$ cat src/rtl/instr_prefetch_unit_if.sv
// ---------------------------------------------------------------------------
// instr_prefetch_unit_if
//
// Groups the two handshakes of the instruction prefetch unit:
//   * memory side : mem_req/mem_addr out to instruction memory,
//                   mem_ack/mem_rdata back from it (request/acknowledge,
//                   wait states allowed, ack may arrive in the request's
//                   first cycle)
//   * core side   : instr_valid/instr/instr_pc out to the core,
//                   instr_ready back from it (valid/ready)
//
// Modports:
//   master - the prefetch unit (drives requests and the instruction stream)
//   slave  - the environment (instruction memory plus consuming core)
// ---------------------------------------------------------------------------
interface instr_prefetch_unit_if;

   // Memory read channel
   logic        mem_req;
   logic [31:0] mem_addr;
   logic        mem_ack;
   logic [31:0] mem_rdata;

   // Instruction delivery channel
   logic        instr_valid;
   logic        instr_ready;
   logic [31:0] instr;
   logic [31:0] instr_pc;

   modport master (
      output mem_req,
      output mem_addr,
      input  mem_ack,
      input  mem_rdata,
      output instr_valid,
      input  instr_ready,
      output instr,
      output instr_pc
   );

   modport slave (
      input  mem_req,
      input  mem_addr,
      output mem_ack,
      output mem_rdata,
      input  instr_valid,
      output instr_ready,
      input  instr,
      input  instr_pc
   );

endinterface

$ cat src/rtl/instr_prefetch_unit.sv
// ---------------------------------------------------------------------------
// instr_prefetch_unit
//
// Fetch front-end for the single-cycle MIPS core. Holds the fetch PC, reads
// instruction words from memory one request at a time, buffers each word
// with its PC in a small FIFO and hands them to the core over valid/ready.
// A redirect (taken branch) flushes the FIFO and restarts fetch at the
// branch target; a read that was already in flight is let complete and its
// data thrown away.
//
// Parameters:
//   DEPTH    - FIFO entries (power of two, at least 2)
//   RESET_PC - first fetch address after reset
//
// Ports:
//   clk         - clock, all state updates on the rising edge
//   reset       - asynchronous, active-low reset (0 = in reset)
//   redirect    - flush and restart fetch at redirect_pc
//   redirect_pc - new fetch address, low two bits ignored
//   fifo_count  - current FIFO occupancy
//   bus         - memory request/ack channel and instruction valid/ready
//                 channel (master side)
// ---------------------------------------------------------------------------
module instr_prefetch_unit #(
   parameter int          DEPTH    = 4,
   parameter logic [31:0] RESET_PC = 32'h0000_0000
) (
   input  logic                         clk,
   input  logic                         reset,
   input  logic                         redirect,
   input  logic [31:0]                  redirect_pc,
   output logic [$clog2(DEPTH+1)-1:0]   fifo_count,
   instr_prefetch_unit_if.master        bus
);

   localparam int             CW      = $clog2(DEPTH + 1);
   localparam int             PW      = $clog2(DEPTH);
   localparam logic [CW-1:0]  DEPTH_C = CW'(DEPTH);

   // IDLE: nothing outstanding. WAIT: a read is outstanding and its data is
   // wanted. DISCARD: a read is outstanding but a redirect made it stale.
   typedef enum logic [1:0] {
      ST_IDLE,
      ST_WAIT,
      ST_DISCARD
   } state_t;

   state_t         state;
   state_t         state_next;

   logic [31:0]    fetch_pc;
   logic [31:0]    fetch_pc_next;
   logic [31:0]    req_addr;
   logic [31:0]    req_addr_next;

   logic [31:0]    data_mem [DEPTH];
   logic [31:0]    pc_mem   [DEPTH];
   logic [PW-1:0]  wr_ptr;
   logic [PW-1:0]  rd_ptr;
   logic [CW-1:0]  count;
   logic [CW-1:0]  count_next;

   logic           push;
   logic           pop;
   logic           flush;
   logic           has_room;
   logic [31:0]    redirect_base;
   logic [31:0]    discard_target;

   // The branch target is always word aligned; the low bits of redirect_pc
   // are simply cleared rather than trusted.
   assign redirect_base = redirect_pc & 32'hFFFF_FFFC;

   // A word is written into the FIFO only when a wanted read completes and
   // no redirect arrives in the same cycle (a redirect makes that word
   // stale). The core pops whenever the head is valid and it is ready.
   assign push = (state == ST_WAIT) && bus.mem_ack && !redirect;
   assign pop  = (count != '0) && bus.instr_ready;

   // Occupancy after this cycle's push/pop. A new request is only launched
   // while this is below DEPTH, which keeps one slot reserved for every
   // outstanding read so the FIFO can never overflow.
   assign count_next = count + CW'(push) - CW'(pop);
   assign has_room   = (count_next < DEPTH_C);

   // Any redirect empties the buffer, whatever state the fetch engine is in.
   assign flush = redirect;

   // State register plus the two address registers that follow the FSM.
   always_ff @(posedge clk or negedge reset) begin
      if (!reset) begin
         state    <= ST_IDLE;
         fetch_pc <= RESET_PC;
         req_addr <= RESET_PC;
      end else begin
         state    <= state_next;
         fetch_pc <= fetch_pc_next;
         req_addr <= req_addr_next;
      end
   end

   // Next-state logic. The decisions are ordered so a redirect always wins
   // over a normal completion. In WAIT a redirect without an ack leaves the
   // old request on the bus (the memory must see a stable address until it
   // acks), so only fetch_pc moves and the engine parks in DISCARD until
   // the stale word arrives. In DISCARD a further redirect just replaces
   // the target, and when the stale ack finally lands the target request
   // goes out in the very next cycle.
   always_comb begin
      state_next     = state;
      fetch_pc_next  = fetch_pc;
      req_addr_next  = req_addr;
      discard_target = redirect ? redirect_base : fetch_pc;

      case (state)
         ST_IDLE: begin
            if (redirect) begin
               req_addr_next = redirect_base;
               fetch_pc_next = redirect_base + 32'd4;
               state_next    = ST_WAIT;
            end else if (has_room) begin
               req_addr_next = fetch_pc;
               fetch_pc_next = fetch_pc + 32'd4;
               state_next    = ST_WAIT;
            end
         end

         ST_WAIT: begin
            if (redirect && bus.mem_ack) begin
               req_addr_next = redirect_base;
               fetch_pc_next = redirect_base + 32'd4;
               state_next    = ST_WAIT;
            end else if (redirect) begin
               fetch_pc_next = redirect_base;
               state_next    = ST_DISCARD;
            end else if (bus.mem_ack) begin
               if (has_room) begin
                  req_addr_next = fetch_pc;
                  fetch_pc_next = fetch_pc + 32'd4;
                  state_next    = ST_WAIT;
               end else begin
                  state_next    = ST_IDLE;
               end
            end
         end

         ST_DISCARD: begin
            if (bus.mem_ack) begin
               req_addr_next = discard_target;
               fetch_pc_next = discard_target + 32'd4;
               state_next    = ST_WAIT;
            end else begin
               fetch_pc_next = discard_target;
            end
         end

         default: begin
            state_next = ST_IDLE;
         end
      endcase
   end

   // FIFO storage, pointers and occupancy. A flush wins over push and pop:
   // a pop in the redirect cycle still counts as consumed by the core, and
   // the buffer is empty afterwards either way. Storage is cleared on reset
   // so the head outputs read zero until the first word lands.
   always_ff @(posedge clk or negedge reset) begin
      if (!reset) begin
         for (int i = 0; i < DEPTH; i++) begin
            data_mem[i] <= '0;
            pc_mem[i]   <= '0;
         end
         wr_ptr <= '0;
         rd_ptr <= '0;
         count  <= '0;
      end else if (flush) begin
         wr_ptr <= '0;
         rd_ptr <= '0;
         count  <= '0;
      end else begin
         if (push) begin
            data_mem[wr_ptr] <= bus.mem_rdata;
            pc_mem[wr_ptr]   <= req_addr;
            wr_ptr           <= wr_ptr + PW'(1);
         end
         if (pop) begin
            rd_ptr <= rd_ptr + PW'(1);
         end
         count <= count_next;
      end
   end

   // Everything presented to memory and to the core comes straight from
   // registers, so there is no combinational path from any input.
   assign bus.mem_req     = (state != ST_IDLE);
   assign bus.mem_addr    = req_addr;
   assign bus.instr_valid = (count != '0);
   assign bus.instr       = data_mem[rd_ptr];
   assign bus.instr_pc    = pc_mem[rd_ptr];
   assign fifo_count      = count;

endmodule

$ cat src/flat_wrapper.sv
// flat-port wrapper written by rule: the top's interface ports become plain ports
module instr_prefetch_unit_flat 
#(
   parameter int          DEPTH    = 4,
   parameter logic [31:0] RESET_PC = 32'h0000_0000
)
  (clk, reset, redirect, redirect_pc, fifo_count, bus_mem_req, bus_mem_addr, bus_mem_ack, bus_mem_rdata, bus_instr_valid, bus_instr_ready, bus_instr, bus_instr_pc);
  instr_prefetch_unit_if bus_i ();
  input  logic clk;
  input  logic reset;
  input  logic redirect;
  input  logic [31:0] redirect_pc;
  output logic [$clog2(DEPTH+1)-1:0] fifo_count;
  output wire logic [$bits(bus_i.mem_req)-1:0] bus_mem_req;
  output wire logic [$bits(bus_i.mem_addr)-1:0] bus_mem_addr;
  input wire logic [$bits(bus_i.mem_ack)-1:0] bus_mem_ack;
  input wire logic [$bits(bus_i.mem_rdata)-1:0] bus_mem_rdata;
  output wire logic [$bits(bus_i.instr_valid)-1:0] bus_instr_valid;
  input wire logic [$bits(bus_i.instr_ready)-1:0] bus_instr_ready;
  output wire logic [$bits(bus_i.instr)-1:0] bus_instr;
  output wire logic [$bits(bus_i.instr_pc)-1:0] bus_instr_pc;
  assign bus_mem_req = bus_i.mem_req;
  assign bus_mem_addr = bus_i.mem_addr;
  assign bus_i.mem_ack = bus_mem_ack;
  assign bus_i.mem_rdata = bus_mem_rdata;
  assign bus_instr_valid = bus_i.instr_valid;
  assign bus_i.instr_ready = bus_instr_ready;
  assign bus_instr = bus_i.instr;
  assign bus_instr_pc = bus_i.instr_pc;
  instr_prefetch_unit #(.DEPTH(DEPTH), .RESET_PC(RESET_PC)) u_core (.clk(clk), .reset(reset), .redirect(redirect), .redirect_pc(redirect_pc), .fifo_count(fifo_count), .bus(bus_i));
endmodule
$ cat config.mk
export PLATFORM = sky130hd
export DESIGN_NAME = instr_prefetch_unit_flat
export DESIGN_NICKNAME = d
export VERILOG_FILES = /design/src/rtl/instr_prefetch_unit_if.sv /design/src/rtl/instr_prefetch_unit.sv /design/src/flat_wrapper.sv
export SDC_FILE = /design/constraint.sdc
export NUM_CORES = 1
export LEC_CHECK = 0
export ABC_AREA = 0
export ABC_CLOCK_PERIOD_IN_PS = 7680
export CORE_MARGIN = 10
export CORE_UTILIZATION = 63
export DETAILED_ROUTE_END_ITERATION = 12
export PLACE_DENSITY = 0.87
export REMOVE_ABC_BUFFERS = 1
export SLEW_MARGIN = 0
export SYNTH_ARGS = -nofsm -noshare
export SYNTH_HDL_FRONTEND = slang
export SYNTH_SLANG_ARGS = --single-unit
$ cat constraint.sdc
create_clock -name clk -period 7.68 [get_ports clk]
set_clock_uncertainty 0.1 [all_clocks]
set_input_delay 1.152 -clock clk [delete_from_list [all_inputs] [get_ports clk]]
set_output_delay 1.152 -clock clk [all_outputs]
set_load 0.005 [all_outputs]
==> flow_metrics.py <==
metrics = {
    "outcome": {
        "status": "completed",
    },
    "detailed_routing": {
        "final_antenna_net_count": 0,
        "via_count": 13950,
        "dr.pass1.iters": 6,
        "drc": 0,
        "drt_iter0_drc": 1810,
        "wl_um": 53600,
        "viasPerCell": 6.871,
        "wire_per_inst_um": 26.39,
    },
    "synthesis": {
        "synth_edf_count": 0,
        "synth.distinct_cells": 72,
        "synth_area_leaders": "dfrtp_1 46%, mux2_2 17%, mux4_2 8.1%",
        "synthAdderAreaFrac_pct": 1.028,
        "syn_area_per_cell_um2": 11.56,
        "seq_area_frac_synth_pct": 46.33,
        "synth_top_area_share_pct": 46.33,
        "synth.yosys.warnings": 0,
        "synth_mux_area_share_pct": 26.06,
        "yosysTopAreaCell": "dfrtp_1",
        "synth_area_um2": 17770,
        "synth_top_flop_cell": "dfrtp_1",
        "synth-xor-area-share_pct": 2.148,
        "ys_ff_latch": 329,
        "yosys.area_share.simple_pct": 10.81,
        "synthCells": 1537,
        "synth_top_family_by_area": "multiplexers",
        "synth-compound-area-share_pct": 10.37,
        "async_reset_ff_share_pct": 100.0,
    },
    "global_routing": {
        "grt_use_total_pct": 29.82,
        "grt_max_degree": 187,
        "grt_pass1_wl_um": 84680,
        "grt_pass1_vias": 14470,
        "grt_overflow": 0,
        "antenna_found_initial": 2,
    },
    "setup_path": {
        "path_class": "input port to flop",
        "crit_fanout": 45,
        "crit-reg2reg-launch": "u_core.state[1]$_DFFE_PN0P_",
        "path_cells": "buf_4 -> nor2b_1 -> and2_1 -> ha_1 -> inv_1 -> fa_1 -> xnor3_1 -> nand3_1 -> nor4_1 -> o21ai_0 -> a221o_1",
        "cp-start-kind": "input port",
        "critical_path_arrival_ns": 5.72,
        "critPathSlowestCell": "xnor3_1",
        "required_ns": 7.98,
        "startpoint": "redirect",
        "critPathCaptureType": "flop",
        "r2r_end": "u_core.fetch_pc[22]$_DFFE_PN0P_",
        "r2r_slack_ns": 2.57,
        "max_stage_delay_ns": 0.81,
        "r2r_cells": 12,
        "crit_end": "u_core.fetch_pc[22]$_DFFE_PN0P_",
    },
    "clock_tree": {
        "clk_path_buf_depth": 3,
        "cts_root_buf": "clkbuf_16",
        "cts_hold_buf": 0,
        "tritoncts": "done",
        "cts_sinks": 329,
        "cts_htree_levels": 2,
        "cts-buffers-inserted": 35,
        "clock_latency_ns": 0.52,
        "clkTransAtPathRegs_ns": 0.07,
        "postCtsResizedCells": 0,
        "postCtsSetupBuffers": 0,
    },
    "sta": {
        "tightest_slew_ns": 1.228,
        "finalSetupViolations": 0,
        "fin_ws_ns": 2.259,
        "setup_tns_ns": 0,
        "slew_headroom_pct": 18.13,
        "period_share_pct": 70.59,
        "holdWs_ns": 0.3926,
        "hold_viol": 0,
        "drv_slew": 0,
        "max_freq_mhz": 184.5,
        "min_period_ns": 5.421,
        "rsz0062_at_grt": "false",
    },
    "placed_design": {
        "place_congestion": 1.003,
        "dpl.hpwl_um": 33250,
        "io_buffers": 167,
        "preCtsSetupSlack_ns": 1.819,
    },
    "floorplan": {
        "die_area_um2": 35320,
        "rows": 61,
        "die_x_um": 187.9,
        "ios": 170,
        "start_util_pct": 63.96,
        "core_area_um2": 27780,
        "die_y_um": 187.9,
    },
    "finish": {
        "final_common_cell": "dfrtp_1",
        "fillCellCount": 1770,
        "mostFrequentLayoutCells": "327 x dfrtp_1, 261 x mux2_2, 165 x clkdlybuf4s50_1",
        "fin_nets": 1711,
        "fin_util_pct": 74.53,
        "area_growth_syn_to_layout_pct": 16.52,
        "drive_gt1_share_pct": 24.94,
    },
    "power": {
        "comb_power_share_pct": 41.1,
        "intPower_uw": 4950,
        "pwr-share-seq_pct": 37.6,
        "powerDensity_nw_per_um2": 375.8,
        "total_power_uw": 7780,
        "ir_drop_uv": 172.7,
        "p_leak_uw": 0.008957,
        "power_frac_clock_pct": 21.3,
        "switchingPower_uw": 2830,
        "p_sw_share_pct": 36.37,
    },
    "job": {
        "drv_cap": 0,
    },
    "hold_path": {
        "worstHoldPathType": "flop to flop",
    },
}
-- cells in the mapped netlist, types with 3 or more instances --
cell      number
dfrtp_1      329
mux2_2       261
nand2_1      107
clkbuf_1      99
o21ai_0       75
mux4_2        64
nor2_1        62
a21oi_1       49
nand3_1       43
nand4_1       33
a22oi_1       32
mux2i_1       25
xnor2_1       25
a31oi_1       23
buf_1         17
inv_1         17
nor3_1        17
and3_1        16
xor2_1        16
and2_1        15
nor4_1        14
o22ai_1       14
ha_1          13
buf_2         12
nand3b_1      12
and4_1        11
or3_1         10
a211oi_1       9
nor2b_1        9
o211ai_1       8
a211o_1        6
a21o_1         6
a221oi_1       6
or4_1          6
a32o_1         5
nand2b_1       5
nand4b_1       4
o21a_1         4
a221o_1        3
a311o_1        3
a32oi_1        3
o21ai_1        3
o311ai_0       3
o31ai_1        3
-- sequential cells by signal, indices dropped and copies added, names as in the netlist --
name	cells
u_core.rd_ptr	2
u_core.data_mem	128
u_core.fifo_count	3
u_core.pc_mem	128
u_core.state	2
u_core.wr_ptr	2
u_core.fetch_pc	32
u_core.bus.mem_addr	32
-- kinds of logic after synthesis --
| group | count (synthesis) |
|---|---|
| AND/OR/NAND/NOR | 373 |
| multiplexers | 350 |
| flip-flops | 329 |
| AO/OA/AOI/OAI | 282 |
| buffers and inverters | 147 |
| XOR/XNOR | 42 |
| adder cells (fa/ha/maj) | 14 |
-- worst min-delay path by stage --
stage	cells after the start	slack (ns)	start	endpoint
detailed placement	1	0.37	u_core.fetch_pc[0]$_DFFE_PN0P_	u_core.fetch_pc[0]$_DFFE_PN0P_
floorplan	1	0.35	u_core.fetch_pc[0]$_DFFE_PN0P_	u_core.fetch_pc[0]$_DFFE_PN0P_
finish	1	0.39	u_core.fetch_pc[0]$_DFFE_PN0P_	u_core.fetch_pc[0]$_DFFE_PN0P_
global route	1	0.41	u_core.pc_mem[31]$_DFFE_PN0P_	u_core.pc_mem[31]$_DFFE_PN0P_
CTS	1	0.39	u_core.fetch_pc[0]$_DFFE_PN0P_	u_core.fetch_pc[0]$_DFFE_PN0P_
global placement	1	0.37	u_core.fetch_pc[1]$_DFFE_PN0P_	u_core.fetch_pc[1]$_DFFE_PN0P_
-- metrics by stage --
step | instances | area, µm²
after detailed placement | 1969 | 19600
after CTS | 2030 | 20700
after floorplan | 1407 | 17260
after global placement | 1969 | 19600
final | 2031 | 20700
after global routing | 2030 | 20700
-- metal layers --
metal	wire length (µm)	vias to the layer above	track usage, %
li1	-	5959	-
met1	20910	7082	38.68
met2	26140	789	48.59
met3	5059	124	7.180
met4	1484	0	9.477
met5	0	-	0
-- area by class of cell --
| class | count | area, µm² | area share (%) |
|---|---|---|---|
| multi-input combinational | 1061 | 9010 | 43.52 |
| sequential | 329 | 8238 | 39.79 |
| timing repair buffer | 184 | 1814 | 8.762 |
| clock buffer | 51 | 1007 | 4.865 |
| tap | 378 | 473.0 | 2.284 |
| clock inverter | 10 | 96.34 | 0.4653 |
| inverter | 17 | 63.81 | 0.3082 |
| antenna | 1 | 2.502 | 0.01209 |
-- worst max-delay path: cells and delay by family --
family | cells | cell delay [ns]
compound gates | 2 | 0.52
xor+xnor | 1 | 0.81
fa+ha+maj | 2 | 0.60
buf+inv | 2 | 0.34
simple gates | 4 | 2.24
-- power by group through the flow --
stage | Sequential (µW) | Combinational (µW) | Clock, µW
floorplan | 2730 | 1820 | 0
global placement | 2820 | 3020 | 0
detailed placement | 2890 | 3130 | 0
CTS | 2900 | 3200 | 1670
global route | 2990 | 3440 | 1740
finish | 2920 | 3200 | 1660
(Power assumes the default switching activity.)
